$ cat src/rtl/branch_control.sv
// RV32I branch comparator and take-branch decision with a registered copy for PC select.
// Optional BRANCH_STATS_EN adds free-running branch and taken counters.
module branch_control #(
  parameter int XLEN = 32
) (
  input  logic            clk_i,
  input  logic            rst_ni,
  input  logic [6:0]      opcode_i,
  input  logic [2:0]      funct3_i,
  input  logic [XLEN-1:0] rs1_i,
  input  logic [XLEN-1:0] rs2_i,
  output logic            breq_o,
  output logic            brlt_o,
  output logic            brltu_o,
  output logic            is_branch_o,
  output logic            taken_o,
  output logic            taken_q_o,
  output logic            illegal_q_o
`ifdef BRANCH_STATS_EN
  ,
  output logic [31:0]     branch_cnt_o,
  output logic [31:0]     taken_cnt_o
`endif
);

  localparam logic [6:0] OPC_BRANCH = 7'b1100011;

  localparam logic [2:0] F3_BEQ  = 3'b000;
  localparam logic [2:0] F3_BNE  = 3'b001;
  localparam logic [2:0] F3_RSV0 = 3'b010;
  localparam logic [2:0] F3_RSV1 = 3'b011;
  localparam logic [2:0] F3_BLT  = 3'b100;
  localparam logic [2:0] F3_BGE  = 3'b101;
  localparam logic [2:0] F3_BLTU = 3'b110;
  localparam logic [2:0] F3_BGEU = 3'b111;

  logic illegal;

  assign breq_o      = (rs1_i == rs2_i);
  assign brlt_o      = ($signed(rs1_i) < $signed(rs2_i));
  assign brltu_o     = (rs1_i < rs2_i);
  assign is_branch_o = (opcode_i == OPC_BRANCH);

  always_comb begin
    taken_o = 1'b0;
    illegal = 1'b0;
    if (is_branch_o) begin
      case (funct3_i)
        F3_BEQ:  taken_o = breq_o;
        F3_BNE:  taken_o = !breq_o;
        F3_BLT:  taken_o = brlt_o;
        F3_BGE:  taken_o = !brlt_o;
        F3_BLTU: taken_o = brltu_o;
        F3_BGEU: taken_o = !brltu_o;
        F3_RSV0,
        F3_RSV1: illegal = 1'b1;
        default: taken_o = 1'b0;
      endcase
    end
  end

  always_ff @(posedge clk_i or negedge rst_ni) begin
    if (!rst_ni) begin
      taken_q_o   <= 1'b0;
      illegal_q_o <= 1'b0;
    end else begin
      taken_q_o   <= taken_o;
      illegal_q_o <= illegal;
    end
  end

`ifdef BRANCH_STATS_EN
  // Counters wrap naturally at 2^32.
  always_ff @(posedge clk_i or negedge rst_ni) begin
    if (!rst_ni) begin
      branch_cnt_o <= 32'd0;
      taken_cnt_o  <= 32'd0;
    end else begin
      if (is_branch_o) branch_cnt_o <= branch_cnt_o + 32'd1;
      if (taken_o)     taken_cnt_o  <= taken_cnt_o + 32'd1;
    end
  end
`endif

endmodule

$ cat config.mk
export PLATFORM = sky130hd
export DESIGN_NAME = branch_control
export DESIGN_NICKNAME = d
export VERILOG_FILES = /design/src/rtl/branch_control.sv
export SDC_FILE = /design/constraint.sdc
export NUM_CORES = 1
export LEC_CHECK = 0
export ABC_AREA = 0
export CAP_MARGIN = 20
export CORE_MARGIN = 2
export CORE_UTILIZATION = 40
export DETAILED_ROUTE_END_ITERATION = 7
export DONT_BUFFER_PORTS = 1
export SLEW_MARGIN = 20
export SYNTH_ARGS = -nofsm -noshare
export SYNTH_HDL_FRONTEND = slang
export SYNTH_SLANG_ARGS = --single-unit
$ cat constraint.sdc
create_clock -name clk_i -period 2.05 [get_ports clk_i]
set_input_delay 0.205 -clock clk_i [delete_from_list [all_inputs] [get_ports clk_i]]
set_output_delay 0.205 -clock clk_i [all_outputs]
set_load 0.05 [all_outputs]
* Word level (Yosys, flattened, before mapping)
Index checks and enable logic that the tools add are counted.
Word-level totals: flip-flop bits (word level) 2, logic and storage cells 22, output and inout port bits 7
Operators by class: $lt $le $gt $ge 2, mux-type cells 4, equal/unequal tests 9, reduce and logical (&&, ||, !) cells 5
Operator list (number):
- 32-bit less-than comparator | 2
- 32-bit equality test | 1
- 3-bit equality test, second input constant | 4
- 7-bit equality test, second input constant | 1
- 3-bit by 2-bit equality test with 1-bit output, second input constant | 2
- 1-bit case mux with 6 select lines | 1
- 3-bit by 1-bit equality test with 1-bit output, second input constant | 1
- 1-bit zero test | 3
- 3-bit zero test | 1
- 1-bit two-way mux | 3
- 2-bit OR reduction | 1

* Depth between registers and ports, before layout
word-level depth 4, depth in mapped cells 8

* Worst setup path after synthesis
OpenSTA, ideal clock, no wires.
kind input port to flip-flop, start point input port opcode_i[4], end point register taken_q_o, stages on the path 4, arrival time 2.487 ns, slack -0.642 ns, buffers on the path 0, library setup time 0.205 ns, cells stage by stage nand4bb_1 > nor3_1 > nand2_1 > o32ai_2
Between the ends: longest elaborated chain between the ends 2
Ends and longest elaborated chain:
- from (decl) | RTL line 8 | input logic [6:0] opcode_i,
- 7-bit equality test | RTL line 42 | assign is_branch_o = (opcode_i == OPC_BRANCH);
- net is_branch_o | RTL line 15 | output logic is_branch_o,
- 1-bit two-way mux | RTL line 47 | if (is_branch_o) begin
- net taken_o | RTL line 16 | output logic taken_o,
- to (signal assigned) | RTL line 67 | taken_q_o <= taken_o;
- to (decl) | RTL line 17 | output logic taken_q_o,
The timed path passes the listed nets, and every way through them passes these cells.

* Final worst setup path
start point input port rs2_i[25], end point output port taken_o
Between the ends: longest elaborated chain between the ends 4, elaborated cells on any way between the ends 8, those cells by class order compare (2); eq/ne (1); mux (2); reduce/logical (3)
Ends and longest elaborated chain:
- from (decl) | RTL line 11 | input logic [XLEN-1:0] rs2_i,
- 32-bit less-than comparator, or another cell as far along | RTL line 41 | assign brltu_o = (rs1_i < rs2_i);
- 1-bit zero test (on tied branches) | RTL line 54, 50, 52
- 1-bit case mux with 6 select lines (*) | RTL line 48 | case (funct3_i)
- 1-bit two-way mux (*) | RTL line 47
- to (decl) | RTL line 16
Mark *: on every way between the ends. The rest lies on a longest branch, timed or not.

==> results.md <==
- Clk sink count: 2
- Layout cells sized above 1: 52.0%
- Seq cells post-synth: 2
- Routed Antenna Nets: 0
- Routed len/inst: 14.4 µm
- Synth Cell Area: 1000 µm²
- Initial antenna violation count: 0
- Slew @ Worst Pin: 0.456 ns
- # setup viols final: 1
- # rows: 18
- Setup ws final: -0.0621 ns
- GRT Util Overall: 17.8%
- Post-synth cell types: 36
- Die Area: 2930 µm²
- Leakage Power: 0.000677 µW
- Post-DR vias/cell: 5.75
- Maximum clock frequency: 0.473 GHz
- Synth Area per Inst: 7.79 µm²
- CP Capture Type: output pin
- PwrDens: 276 nW/µm²
- Worst Path Required: 1.85 ns
- HPWL after DPL: 2.28 mm
- Net count of the mapped netlist: 237
- Startpoint types: input pin
- Antenna cell count: 0
- Outcome: complete, but fails checks
- Sequential cell area fraction in the yosys report: 4.98%
- Vias in the first global route: 982
- Most frequent CP cell: buf_4
- Die width: 54.1 µm
- Peak supply drop: 0.000239 V
- Setup CP Type: input pin to output pin
- DRT iter0 DRCs: 5
- Worst hold slack: 0.121 ns
- Vias: 1024
- Violations in the final reports: setup timing
- Post-Synthesis Cells: 129
- Final period util: 103%
- Crit path cell chain: inv_6 > ha_4 > nand4_1 > buf_4 > nor3_2 > a221oi_1 > nor3b_2 > buf_4 > and4_4 > o32ai_4 > buf_12
- Nets: 258
- Dpl cells: 169
- Worst EP arrival: 1.91 ns
- Largest net degree at the start of global routing: 5
- CP delay by family, top: simple AND/OR/NAND/NOR gates
- Max Transition Viols Final: 0
- Global-route wire length before repair: 3.90 mm
- Slowest cell delay on critical path: 0.30 ns
- RSZ-0062 raised after global routing: true
- DRT Pass-1 Iters: 4
- RD Place Congestion: 0.734
- GR Overflow Total: 0
- Num CTS Buffers: 3
- Slew headroom: 69.6%
- Hold Vio Cnt, Final: 0
- Core area: 2430 µm²
- Slowest CP cell: o32ai_4
- Routed wire length: 2.57 mm
- Top Ports: 83
- Worst-path maximum fanout: 3
- Final core utilization: 67.5%
- Post-Layout Cell Count: 178
- Number of max-cap violations: 0
- H-tree Lvls: 1
- Root buf cell: clkbuf_4
- Clock transition at path regs: 0.03 ns
- Hold crit path type: input pin to flip-flop
- Cell taking the most area after synthesis: ha_1
- Synth-to-layout area growth: 63.5%
- Setup TNS: -0.0621 ns
- Synth warn: 0
- Die Height: 54.1 µm
- CP bufs+invs: 4
- CTS tree: built
- DRC Markers: 0
- Initial core utilization: 41.3%
- Post-route minimum period: 2.11 ns
- Synth top area share: 39.9%
- Clk buf depth: 2
- Number of port buffers: 0
- Top area cells in the synthesized netlist: ha_1 (40%), inv_1 (12%), a21oi_1 (5.5%)
[routing by layer]
| layer | global-route usage [%] | vias up | wire length (µm) |
|---|---|---|---|
| li1 | - | 503 | - |
| met5 | 0 | - | 0 |
| met2 | 33.3 | 46 | 1440 |
| met4 | 3.75 | 0 | 19 |
| met3 | 3.33 | 2 | 174 |
| met1 | 20.7 | 473 | 940 |
[worst paths after layout]
path / startpoint / to / slack [ns] / cells past startpoint
worst max-delay path: rs2_i[25] / taken_o / -0.06 / 11
worst min-delay path: funct3_i[1] / illegal_q_o / 0.12 / 1
min in group asynchronous: rst_ni / illegal_q_o / 0.23 / 1
max in group asynchronous: rst_ni / taken_q_o / 1.69 / 1
[metrics by stage]
step | total power (µW) | instance area, µm² | worst slack [ns]
floorplan | 264 | 1310 | -0.104
global route | 504 | 1640 | -0.154
CTS | 440 | 1540 | -0.0705
detailed placement | 334 | 1450 | -0.154
finish | 454 | 1640 | -0.0621
global placement | 325 | 1450 | -0.132
[cell usage in the layout, fill, tap and decap left out, drive strengths merged, types with 3 or more instances in the layout]
master  instances
inv            33
ha             32
nand3           5
clkbuf          3
a21oi          11
nand4           8
buf            15
nand2           6
[cell type report]
type | count | area [µm²]
Clock buffer | 3 | 22.5
Fill cell | 214 | 790
Inverter | 33 | 156
Multi-Input combinational cell | 94 | 1230
Sequential cell | 2 | 50.0
Tap cell | 30 | 37.5
Timing Repair Buffer | 16 | 148
[power breakdown]
group	switching, µW	internal [µW]	leakage [µW]	total [µW]
clock	21.6	64.5	0.0000138	86.1
combinational	152	175	0.000635	327
sequential	0.430	39.9	0.0000279	40.3
total	174	280	0.000677	454
[synthesized netlist by cell type]
cell type,count
nor2_4,1
nand2b_1,1
or4_4,1
nand4_4,1
o21ai_0,2
dfrtp_1,2
a21boi_0,1
o211ai_1,1
nand4_1,6
a211oi_1,1
or4_1,1
xor2_1,1
nand4bb_1,1
nor3_1,2
a21oi_1,11
nor2b_1,1
a2111oi_0,1
nand3_1,5
nand3b_1,1
ha_1,32
nand4_2,1
a221o_1,1
o31ai_1,1
and3_2,1
a21o_1,2
nor4_1,2
nor3b_2,1
nor2_1,1
and2_1,1
and4_4,1
xnor2_1,2
inv_1,33
a31oi_1,1
a221oi_1,1
nand2_1,6
o32ai_2,1
[flip-flops by register name, indices dropped and copies added (netlist names)]
name	count
illegal_q_o	1
taken_q_o	1
[timing repair]
action	4_1_cts	5_1_grt
hold buffers	1	0
endpoints found under the setup margin	2	3
setup buffers	1	4
endpoints found under the hold margin	2	0
pin swaps	7	17
resized for setup	9	10
[cells by family (layout without fill, tap and decap cells)]
group | Yosys count | count (layout) | synth area share, %
and+or+nand+nor | 35 | 35 | 24.3
buffers and inverters | 33 | 52 | 12.3
adders and majority gates | 32 | 32 | 39.9
AOI/OAI and AO/OA | 24 | 24 | 15.9
xor gates and xnor gates | 3 | 3 | 2.62
DFF | 2 | 2 | 4.98
No activity file was read; power rests on OpenSTA's default activity.
==> RTL edit, RTL diff (same flow settings) <==
Put a register stage on the output `breq_o`, cleared by the reset. The value now appears one clock later. The other outputs are not delayed to match.
--- a/src/rtl/branch_control.sv
+++ b/src/rtl/branch_control.sv
@@ -35,7 +35,9 @@
   localparam logic [2:0] F3_BGEU = 3'b111;
 
+  logic breq_d;
+
   logic illegal;
 
-  assign breq_o      = (rs1_i == rs2_i);
+  assign breq_d      = (rs1_i == rs2_i);
   assign brlt_o      = ($signed(rs1_i) < $signed(rs2_i));
   assign brltu_o     = (rs1_i < rs2_i);
@@ -47,6 +49,6 @@
     if (is_branch_o) begin
       case (funct3_i)
-        F3_BEQ:  taken_o = breq_o;
-        F3_BNE:  taken_o = !breq_o;
+        F3_BEQ:  taken_o = breq_d;
+        F3_BNE:  taken_o = !breq_d;
         F3_BLT:  taken_o = brlt_o;
         F3_BGE:  taken_o = !brlt_o;
@@ -83,4 +85,12 @@
 `endif
 
+  always_ff @(posedge clk_i or negedge rst_ni) begin
+    if (!rst_ni) begin
+      breq_o <= '0;
+    end else begin
+      breq_o <= breq_d;
+    end
+  end
+
 endmodule
 
Check against the original RTL: not equivalent (Yosys sat finds a counterexample within 4 cycles, from zero or initial values and one cycle with rst_ni low).
==> RTL edit against the original RTL <==
  * The flow still finishes with violations (negative setup slack)
  * Clock power increased by 21%
  * Final area decreased by 5.3%
  * Worst setup slack got worse by 0.14 ns
  * Sequential cell count increased by 1
  * Non-clock buffer count decreased by 1
  * First-iteration DRC count increased by 20%
  * Final cell count unchanged
  * Wire length decreased by 0.54%
  * Synthesized area decreased by 0.87%
  * Synthesized cell count unchanged
  * Power increased by 3.1%
  * Hold slack got worse by 0.068 ns
==> RTL edit: results (changes against the original RTL) <==
Status
  – Failing checks: negative setup slack (unchanged)
  – Status: complete, but fails checks (unchanged)

Logic synthesis
  – Synth cell types: 33 (was 36)
  – Part of the Yosys area used for sequential elements: 7.54% (was 4.98%)
  – Most frequent cells after synthesis: inv_1, ha_1, a21oi_1, nand4_1 (was inv_1, ha_1, a21oi_1, nand2_1, nand4_1)
  – Synth Instances: 129 (unchanged)

Placed design
  – Placed insts: 170 (was 169)
  – GPL Wtd Cong: 0.700 (was 0.734)
  – DP HPWL: 2.18 mm (was 2.28 mm)
  – Pre-CTS setup slack: -0.226 ns (was -0.154 ns)

Worst setup path
  – Crit path launch: rs2_i[14] (was rs2_i[25])
  – Crit path DAT: 2.05 ns (was 1.91 ns)

Routing
  – Highest metal used: met3 (was met4)
  – Via count: 990 (was 1024)
  – Wl on met1: 973 microns (was 940 microns)
  – Wire length per cell: 14.4 microns (about the same)
  – First DRT Iteration DRCs: 6 (was 5)
  – WL met2: 1.47 mm (was 1.44 mm)
  – Met3 routed WL: 117 microns (was 174 microns)
  – DR vias/cell: 5.56 (was 5.75)

STA
  – Setup-failing EPs final: 2 (was 1)
  – Fin worst setup slack: -0.204 ns (was -0.0621 ns)
  – Slew Limit Headroom: 57.9% (was 69.6%)

GRT
  – Largest net degree at the start of global routing: 6 (was 5)
  – Met2 usage: 37.2% (was 33.3%)
  – M1 GR Usage: 20.0% (was 20.7%)
  – M3 GR Usage: 1.39% (was 3.33%)
  – Vias in the first global route: 1008 (was 982)
  – First-pass GRT wire length: 3.97 mm (was 3.90 mm)
  – Initial antenna violation count: 0 (unchanged)
  – Gr usage total: 18.1% (was 17.8%)

Clock tree
  – CTS resizes: 24 (was 9)
  – Hold buffer count at cts: 1 (unchanged)

Pwr
  – Peak supply drop: 0.413 mV (was 0.239 mV)
  – Pint: 291 uW (was 280 uW)
  – Leakage dissipation: 0.697 nW (was 0.677 nW)

Hold path
  – Min-delay src: funct3_i[2] (was funct3_i[1])

Layout
  – Layout cell share with drive strength beyond 1: 42.6% (was 52.0%)
  – Nets: 257 (was 258)
  – Regs by FF count: breq_o: 1 flops, illegal_q_o: 1 flops, taken_q_o: 1 flops (was illegal_q_o: 1 flops, taken_q_o: 1 flops)
  – Antenna Cells: 0 (unchanged)
==> RTL edit: logic make-up after synthesis <==
| group | synth area share [%] |
|---|---|
| xor gates and xnor gates | 2.64 |
| and+or+nand+nor | 21.6 |
| adders and majority gates | 40.2 |
| DFF | 7.54 |
| buffers and inverters | 12.8 |
| AOI/OAI and AO/OA | 15.2 |
==> RTL edit: area by class of cell <==
cell class                 count  area (sq um)
inverter                      34           163
sequential                     3          75.1
fill                         210           853
tap                           30          37.5
timing repair buffer          15           131
clock buffer                   4          26.3
multi-input combinational     92          1120
==> RTL edit: final timing paths <==
kind	to	slack, ns
worst max-delay path	taken_o	-0.20
worst min-delay path	illegal_q_o$_DFF_PN0_	0.05
max in group asynchronous	breq_o$_DFF_PN0_	1.68
min in group asynchronous	illegal_q_o$_DFF_PN0_	0.22
==> RTL edit: power groups by stage <==
stage / sequential [mW] / clock (mW) / combinational (mW)
5_1_grt: 0.0599 / 0.119 / 0.342
6_report: 0.0601 / 0.104 / 0.303
4_1_cts: 0.0601 / 0.107 / 0.298
2_1_floorplan: 0.0608 / 0 / 0.193
3_3_place_gp: 0.0608 / 0 / 0.256
3_5_place_dp: 0.0608 / 0 / 0.265
==> RTL edit: worst max-delay path, stage by stage <==
cell	delay (ns)
inv_1	0.02
ha_1	0.30
nand4_1	0.17
or4_4	0.53
nor2_4	0.13
xnor2_1	0.08
or4_4	0.43
o31ai_4	0.18
==> RTL edit: through the flow <==
stage / hold WS, ns / utilization, % / setup TNS, ns
after floorplan: -0.0906 / - / -0.128
after global placement: -0.0905 / 54.9 / -0.357
after detailed placement: -0.0906 / 54.9 / -0.452
after CTS: 0.0479 / 63.6 / -0.236
after global routing: 0.0518 / 64.6 / -0.402
final: 0.0523 / 64.6 / -0.228
